==> src/rtl/axi4_slave_pkg.sv <==
// Shared types and constants for the two-master AXI4 write arbiter.
// Holds the arbiter FSM encoding, master count and AXI burst-type codes.
package axi4_slave_pkg;

   localparam int NUM_MASTERS = 2;

   localparam logic [1:0] FIXED = 2'b00;
   localparam logic [1:0] INCR  = 2'b01;
   localparam logic [1:0] WRAP  = 2'b10;

   typedef enum logic [1:0] {
      ARB_IDLE,
      ARB_ADDR,
      ARB_DATA,
      ARB_RESP
   } arb_state_e;

endpackage

==> src/rtl/axi4_rr_arbiter.sv <==
// Two-way round-robin pick: pointer names the master that wins a tie.
// A lone requester always wins; output is one-hot, or zero with no request.
module axi4_rr_arbiter
   import axi4_slave_pkg::*;
(
   input  logic [NUM_MASTERS-1:0] request,
   input  logic                   pointer,
   output logic [NUM_MASTERS-1:0] grant
);

   always_comb begin
      grant = '0;
      if (!pointer) begin
         if (request[0]) begin
            grant = 2'b01;
         end else if (request[1]) begin
            grant = 2'b10;
         end
      end else begin
         if (request[1]) begin
            grant = 2'b10;
         end else if (request[0]) begin
            grant = 2'b01;
         end
      end
   end

endmodule

==> src/rtl/axi4_write_arbiter.sv <==
// Arbitrates two AXI4 write masters onto one slave; the winner keeps the slave
// from its AW handshake through its B handshake, then priority passes across.
module axi4_write_arbiter
   import axi4_slave_pkg::*;
#(
   parameter int unsigned ADDR_WIDTH   = 32,
   parameter int unsigned ID_WIDTH     = 4,
   parameter int unsigned BURST_LENGTH = 8,
   parameter int unsigned DATA_WIDTH   = 32
) (
   input  logic                                clk,
   input  logic                                rst,
   input  logic [NUM_MASTERS-1:0]              m_awvalid,
   input  logic [NUM_MASTERS*ADDR_WIDTH-1:0]   m_awaddr,
   input  logic [NUM_MASTERS*ID_WIDTH-1:0]     m_awid,
   input  logic [NUM_MASTERS*BURST_LENGTH-1:0] m_awlen,
   input  logic [NUM_MASTERS*3-1:0]            m_awsize,
   input  logic [NUM_MASTERS*2-1:0]            m_awburst,
   output logic [NUM_MASTERS-1:0]              m_awready,
   input  logic [NUM_MASTERS-1:0]              m_wvalid,
   input  logic [NUM_MASTERS*DATA_WIDTH-1:0]   m_wdata,
   input  logic [NUM_MASTERS-1:0]              m_wlast,
   output logic [NUM_MASTERS-1:0]              m_wready,
   output logic [NUM_MASTERS-1:0]              m_bvalid,
   input  logic [NUM_MASTERS-1:0]              m_bready,
   output logic                                s_awvalid,
   output logic [ADDR_WIDTH-1:0]               s_awaddr,
   output logic [ID_WIDTH-1:0]                 s_awid,
   output logic [BURST_LENGTH-1:0]             s_awlen,
   output logic [2:0]                          s_awsize,
   output logic [1:0]                          s_awburst,
   input  logic                                s_awready,
   output logic                                s_wvalid,
   output logic [DATA_WIDTH-1:0]               s_wdata,
   output logic                                s_wlast,
   input  logic                                s_wready,
   input  logic                                s_bvalid,
   output logic                                s_bready,
   output logic [NUM_MASTERS-1:0]              grant,
   output logic                                busy,
   output logic                                len_err
);

   localparam logic [BURST_LENGTH-1:0] CntOne = 1;

   arb_state_e                    state_q, state_d;
   logic [NUM_MASTERS-1:0]        grant_q, grant_d;
   logic                          ptr_q, ptr_d;
   logic [BURST_LENGTH-1:0]       cnt_q, cnt_d;
   logic                          len_err_q, len_err_d;
   logic [NUM_MASTERS-1:0]        rr_grant;

   logic                          gidx;
   logic [ADDR_WIDTH-1:0]         g_awaddr;
   logic [ID_WIDTH-1:0]           g_awid;
   logic [BURST_LENGTH-1:0]       g_awlen;
   logic [2:0]                    g_awsize;
   logic [1:0]                    g_awburst;
   logic [DATA_WIDTH-1:0]         g_wdata;
   logic                          cnt_zero;

   axi4_rr_arbiter u_rr (
      .request (m_awvalid),
      .pointer (ptr_q),
      .grant   (rr_grant)
   );

   // grant_q is one-hot while owned, so its upper bit is the owner index.
   assign gidx      = grant_q[1];
   assign g_awaddr  = gidx ? m_awaddr[ADDR_WIDTH +: ADDR_WIDTH]     : m_awaddr[0 +: ADDR_WIDTH];
   assign g_awid    = gidx ? m_awid[ID_WIDTH +: ID_WIDTH]           : m_awid[0 +: ID_WIDTH];
   assign g_awlen   = gidx ? m_awlen[BURST_LENGTH +: BURST_LENGTH]  : m_awlen[0 +: BURST_LENGTH];
   assign g_awsize  = gidx ? m_awsize[5:3]                          : m_awsize[2:0];
   assign g_awburst = gidx ? m_awburst[3:2]                         : m_awburst[1:0];
   assign g_wdata   = gidx ? m_wdata[DATA_WIDTH +: DATA_WIDTH]      : m_wdata[0 +: DATA_WIDTH];
   assign cnt_zero  = (cnt_q == '0);

   always_comb begin
      state_d   = state_q;
      grant_d   = grant_q;
      ptr_d     = ptr_q;
      cnt_d     = cnt_q;
      len_err_d = 1'b0;
      m_awready = '0;
      m_wready  = '0;
      m_bvalid  = '0;
      s_awvalid = 1'b0;
      s_awaddr  = '0;
      s_awid    = '0;
      s_awlen   = '0;
      s_awsize  = '0;
      s_awburst = '0;
      s_wvalid  = 1'b0;
      s_wdata   = '0;
      s_wlast   = 1'b0;
      s_bready  = 1'b0;
      case (state_q)
         ARB_IDLE: begin
            if (|m_awvalid) begin
               grant_d = rr_grant;
               state_d = ARB_ADDR;
            end
         end
         ARB_ADDR: begin
            s_awvalid       = m_awvalid[gidx];
            s_awaddr        = g_awaddr;
            s_awid          = g_awid;
            s_awlen         = g_awlen;
            s_awsize        = g_awsize;
            s_awburst       = g_awburst;
            m_awready[gidx] = s_awready;
            if (s_awvalid && s_awready) begin
               cnt_d   = g_awlen;
               state_d = ARB_DATA;
            end
         end
         ARB_DATA: begin
            s_wvalid       = m_wvalid[gidx];
            s_wdata        = g_wdata;
            s_wlast        = m_wlast[gidx];
            m_wready[gidx] = s_wready;
            if (s_wvalid && s_wready) begin
               cnt_d = cnt_zero ? '0 : cnt_q - CntOne;
               // Either wlast or an exhausted count ends the burst; flag disagreement.
               if (s_wlast || cnt_zero) begin
                  len_err_d = s_wlast ^ cnt_zero;
                  state_d   = ARB_RESP;
               end
            end
         end
         ARB_RESP: begin
            m_bvalid[gidx] = s_bvalid;
            s_bready       = m_bready[gidx];
            if (s_bvalid && s_bready) begin
               grant_d = '0;
               ptr_d   = ~gidx;
               state_d = ARB_IDLE;
            end
         end
         default: state_d = ARB_IDLE;
      endcase
   end

   always_ff @(posedge clk or negedge rst) begin
      if (!rst) begin
         state_q   <= ARB_IDLE;
         grant_q   <= '0;
         ptr_q     <= 1'b0;
         cnt_q     <= '0;
         len_err_q <= 1'b0;
      end else begin
         state_q   <= state_d;
         grant_q   <= grant_d;
         ptr_q     <= ptr_d;
         cnt_q     <= cnt_d;
         len_err_q <= len_err_d;
      end
   end

   assign grant   = grant_q;
   assign busy    = (state_q != ARB_IDLE);
   assign len_err = len_err_q;

endmodule

==> config.mk <==
export PLATFORM = sky130hd
export DESIGN_NAME = axi4_write_arbiter
export DESIGN_NICKNAME = d
export VERILOG_FILES = /design/src/rtl/axi4_slave_pkg.sv /design/src/rtl/axi4_rr_arbiter.sv /design/src/rtl/axi4_write_arbiter.sv
export SDC_FILE = /design/constraint.sdc
export NUM_CORES = 1
export LEC_CHECK = 0
export BUFFER_PORTS_ARGS = -buffer_cell sky130_fd_sc_hd__buf_2
export CELL_PAD_IN_SITES_DETAIL_PLACEMENT = 1
export CELL_PAD_IN_SITES_GLOBAL_PLACEMENT = 1
export CORE_MARGIN = 4
export CORE_UTILIZATION = 21
export CTS_BUF_LIST = sky130_fd_sc_hd__clkbuf_4
export DETAILED_ROUTE_END_ITERATION = 7
export PLACE_DENSITY_LB_ADDON = 0.25
export SLEW_MARGIN = 20
export SYNTH_ARGS = -nofsm -noshare
export SYNTH_HDL_FRONTEND = slang
export SYNTH_SLANG_ARGS = --single-unit
==> constraint.sdc <==
create_clock -name clk -period 2.65 [get_ports clk]
set_clock_uncertainty 0.2 [all_clocks]
set_input_delay 0.1325 -clock clk [delete_from_list [all_inputs] [get_ports clk]]
set_output_delay 0.1325 -clock clk [all_outputs]
set_load 0.01 [all_outputs]
Yosys cells after proc, flatten, opt, wreduce, memory -nomap -nowiden
Index checks and enable logic that the tools add are counted.
{"block": "classes", "n_addsub": 1, "order_cmp": 2, "eq_ne": 8, "mux": 49, "n_bitwise": 5, "reduce_logical": 15}
{"cell": "32-bit two-way mux", "count": 4}
{"cell": "8-bit two-way mux", "count": 5}
{"cell": "2-bit two-way mux", "count": 15}
{"cell": "1-bit two-way mux", "count": 17}
{"cell": "8-bit case mux with 2 select lines", "count": 1}
{"cell": "2-bit != test (second input constant)", "count": 5}
{"cell": "8-bit zero test", "count": 1}
{"cell": "4-bit two-way mux", "count": 2}
{"cell": "2-bit case mux with 4 select lines", "count": 1}
{"cell": "8-bit by 1-bit subtractor with 8-bit output (second input constant)", "count": 1}
{"cell": "2-bit AND", "count": 3}
{"cell": "3-bit two-way mux", "count": 2}
{"cell": "3-bit AND reduction", "count": 2}
{"cell": "2-bit nonzero test", "count": 3}
{"cell": "5-bit AND reduction", "count": 1}
{"cell": "2-bit == test (second input constant)", "count": 2}
{"cell": "1-bit logical AND", "count": 4}
{"cell": "2-bit case mux with 2 select lines", "count": 1}
{"cell": "2-bit by 1-bit == test with 1-bit output (second input constant)", "count": 1}
{"cell": "2-bit zero test", "count": 1}
{"cell": "1-bit by 2-bit < comparator with 1-bit output (second input constant)", "count": 1}
{"cell": "2-bit AND reduction", "count": 1}
{"cell": "2-bit OR reduction", "count": 1}
{"cell": "1-bit demux with 1-bit select", "count": 1}
{"cell": "4 further kinds", "count": 4}
{"block": "totals", "regBits": 14, "word_cells": 85}

Logic depth before layout (Yosys ltp)
{"block": "depth", "ltp_word": 6, "depth_mapped": 9}

Cells and area by module
A second synthesis with hierarchy kept.
{"block": "hier_totals", "cells_unflattened": 302, "hier_area_um2": 2272.2}
{"module": "axi4_write_arbiter", "instances": 1, "cells_per_inst": 299, "area_each_um2": 2253.4, "seq_area_each_um2": 350.3}
{"module": "axi4_rr_arbiter", "instances": 1, "cells_per_inst": 3, "area_each_um2": 18.8, "seq_area_each_um2": 0.0}

Worst setup path after synthesis
Ideal clock, no wire load.
{"block": "synth_path", "path_type": "register to register", "from": "reg cnt_q[0]", "to": "reg state_q[1]", "setup_time_ps": 128, "arrival_time_ps": 1878, "required_ps": 2322, "setup_slack_ps": 445, "path_stages_with_launch": 10, "path_buffers": 0, "synth_period_minus_slack_ps": 2205, "cell_sequence": "dfrtp_1 -> inv_1 -> ha_1 -> nor4b_4 -> nand2_1 -> ha_1 -> nand2b_1 -> o21ai_1 -> o2111ai_1 -> mux2_1"}
{"block": "synth_via", "elab_chain_cells": 4}
{"element": "start: declaration", "line_no": "axi4_write_arbiter.sv:49", "source": "logic [BURST_LENGTH-1:0] cnt_q, cnt_d;"}
{"element": "start signal: assignment", "line_no": "axi4_write_arbiter.sv:155", "source": "cnt_q <= cnt_d;"}
{"element": "8-bit zero test", "line_no": "axi4_write_arbiter.sv:76", "source": "assign cnt_zero = (cnt_q == '0);"}
{"element": "1-bit logical OR", "line_no": "axi4_write_arbiter.sv:125", "source": "if (s_wlast || cnt_zero) begin"}
{"element": "2-bit != test (no line)"}
{"element": "5-bit AND reduction (no line)"}
{"element": "end signal: assignment", "line_no": "axi4_write_arbiter.sv:152", "source": "state_q <= state_d;"}
{"element": "end: declaration", "line_no": "axi4_write_arbiter.sv:46", "source": "arb_state_e state_q, state_d;"}
No other way between the ends.
A chain may end at the register's enable or synchronous reset.

Final worst setup path
Ends and elaborated chain as after synthesis.

==> summary.txt <==
Run status
  – Status: finished, final reports clean

Clocking
  – Clock Sinks: 14
  – TritonCTS Buffers: 3
  – Clk buf depth: 2
  – Root Driver: clkbuf_4
  – Max H-tree Level: 1
  – Resize count post-CTS: 0
  – Clock Latency Late Sink: around 280 ps
  – CTS tree: done
  – Worst-path clk slew: 100 ps

Worst setup path
  – Crit Path Class: flop to flop
  – CP Launch Point: cnt_q[0]
  – CP Capture Point: state_q[1]
  – Critical Path AT: 2440 ps
  – Cell count of the worst reg-to-reg path: 9
  – Flop2flop setup slack: between 150 and 200 ps
  – CP Launch Type: flop
  – Critical path data required time: about 2600 ps
  – Worst r2r src: cnt_q[0]
  – Crit end category: flop
  – R2r endpoint: state_q[1]
  – Crit Path Max Fanout: 6

Routing
  – Via/cell ratio: around 4.6
  – Wire per inst: around 17 microns
  – # DRC: 0
  – First-pass iteration count of the detailed router: 4
  – First DRT Iteration DRCs: 154
  – Vias: roughly 3,200
  – Routed wire length: 12,100 microns
  – Final antenna-violating net count: 0

Global routing
  – Met3 usage: between 2 and 2.5%
  – GRT Resource Usage Total: 17.6%
  – Largest net degree at the start of global routing: 54
  – Vias in the first global route: approximately 3,300
  – Met1 Use GR: a little over a fifth
  – First-pass GRT wire length: ~18,000 microns
  – Initial antenna violation count: 0
  – Grt met2 use: about a third
  – GRT Residual Overflow: 0
  – Gr busiest metal: met2

Floorplanning
  – Initial Utilization: between 20% and 30%
  – I/O pin count: 270
  – Chip Width: roughly 110 microns
  – Die span in y: about 110 microns
  – Core area: around 0.011 sq mm
  – Die area: about 0.013 sq mm
  – Row Count: 38

STA
  – Slew Limit Fails: 0
  – RSZ-0062 raised after global routing: false
  – Final setup vio count: 0
  – Highest clock rate: 406 MHz
  – Hold WS: about 16 ps
  – Worst Max-Slew Pin Slew: about 550 ps
  – Setup TNS: 0 ps
  – Final Hold Vio Count: 0
  – Fin crit period: ~2500 ps
  – Max-slew headroom: approximately 63%
  – Final Cycle Share: 93.0%

Run
  – Max Cap Viol: 0

Pwr
  – Power per cell area: a little under 900 mW/mm^2
  – Lkg Pwr: roughly 2.1 nW
  – Maximum vdd ir drop: approximately 540 uV

Logic synthesis
  – Syn Inst Count: 299
  – Largest area contributor in the netlist: mux2i_1
  – Ys async rst share: between 90% and 100%
  – Seq/Total Area, Yosys: roughly 15%
  – Syn nets: about 480
  – Share of the synthesized area in the top cell type: 37.2%
  – Ys flop type: dfrtp_1
  – Main area contributors after synthesis: mux2i_1, nor2_1, dfrtp_1
  – Synth warnings: 0
  – Mapped Area: about 0.0023 sq mm
  – Synth unique cells: 43
  – Post-synth EDFFs: 0
  – Syn Area/Cell: 7.74 sq um
  – Seq cells post-synth: 14

Finish
  – Fillers: 1,440
  – Nets: 746
  – Layout cells sized above 1: between 50% and 60%
  – Area delta synth->final: 66.9%
  – Diode count: 0

Placed design
  – Post-DP HPWL: between 10,000 and 15,000 microns
  – Port bufs: between 200 and 300
  – Routability cong.: roughly 0.83

Min path
  – HP Class: primary input to flop
-- metrics by stage --
stage	utilization [%]	cells	total power, mW	area [sq um]	setup WS [ps]
6_report	35.8	702	3.42	3860	185
3_5_place_dp	35.2	694	3.31	3800	190
3_3_place_gp	35.2	694	3.24	3800	257
5_1_grt	35.8	702	3.72	3860	37.5
2_1_floorplan	-	299	2.27	2310	445
4_1_cts	35.8	702	3.48	3860	157
-- worst max-delay path: stages (launching register included) --
cell,delay [ps]
dfrtp_1,450
inv_1,130
ha_1,180
nor4b_4,270
nand2_1,110
ha_1,200
nand2b_1,140
o21ai_1,140
o2111ai_1,180
mux2_1,350
-- sequential cells by signal (all words and copies together), names as in the netlist --
name     cells
grant        2
cnt_q        8
state_q      2
ptr_q        1
len_err      1
-- layout by cell type, fill, tap and decap left out, types with 3 or more instances in the layout --
| cell type | n |
|---|---|
| dfrtp_1 | 13 |
| nor2_1 | 100 |
| o22ai_1 | 3 |
| buf_2 | 269 |
| o211ai_1 | 5 |
| inv_1 | 11 |
| dlygate4sd3_1 | 4 |
| nand3_1 | 4 |
| ha_1 | 8 |
| clkbuf_4 | 3 |
| buf_4 | 5 |
| mux2i_1 | 86 |
| o2bb2ai_1 | 5 |
| nand2_1 | 5 |
| o21ai_1 | 3 |
-- Yosys cell counts (2+ instances only) --
master,instances
a21oi_1,2
a31oi_1,2
buf_2,8
buf_4,2
clkbuf_1,9
dfrtp_1,14
ha_1,8
inv_1,12
mux2_1,2
mux2_4,2
mux2i_1,86
nand2_1,5
nand3_1,4
nor2_1,100
nor3_1,2
o211ai_1,5
o21ai_1,3
o22ai_1,3
o2bb2ai_1,5
o32a_1,2
-- power by group --
part | leakage [nW] | internal, mW | switching, mW
registers | 0.172 | 0.319 | 0.154
logic | 1.95 | 1.21 | 1.60
clock network | 0.0154 | 0.0546 | 0.0769
-- cell families (layout without fill, tap and decap cells) --
group / Yosys count / count (layout) / share of synthesized area [%]
flops: 14 / 14 / 15.1
mux: 91 / 91 / 40.4
compound gates: 34 / 34 / 11.9
fa+ha+maj: 8 / 8 / 4.32
buf+inv: 33 / 296 / 6.43
simple gates: 119 / 119 / 21.7
-- routing by layer --
layer / wire, microns / vias to the layer above / part of all wire [%]
met4: 223 / 0 / 1.8
met2: 6360 / 123 / 53
li1: - / 1577 / -
met1: 4780 / 1491 / 40
met5: 0 / - / 0
met3: 728 / 16 / 6.0
-- worst min path at each step --
| stage | from | end | slack, ps | cells after the start |
|---|---|---|---|---|
| finish | m_awvalid[1] | grant[1] | 20 | 3 |
| global route | m_awvalid[1] | grant[1] | 8 | 3 |
| CTS | m_awvalid[1] | grant[1] | 10 | 3 |
| detailed placement | rst | ptr_q | -140 | 1 |
| global placement | rst | ptr_q | -130 | 1 |
| floorplan | rst | cnt_q[0] | -360 | 0 |
-- area by class of cell --
class | count | area [sq um] | area share [%]
Tap cell | 140 | 175 | 4.53
Clock inverter | 1 | 3.75 | 0.0972
Multi-Input combinational cell | 252 | 1820 | 47.0
Clock buffer | 3 | 22.5 | 0.583
Sequential cell | 14 | 354 | 9.16
Timing Repair Buffer | 279 | 1440 | 37.4
Inverter | 13 | 48.8 | 1.26
-- repair_timing --
| action | CTS | global route |
|---|---|---|
| endpoints found under the setup margin | 0 | 0 |
| endpoints found under the hold margin | 15 | 0 |
| setup buffers | 0 | 0 |
| hold buffers | 4 | 0 |
Power figures use the tool's default switching activity.
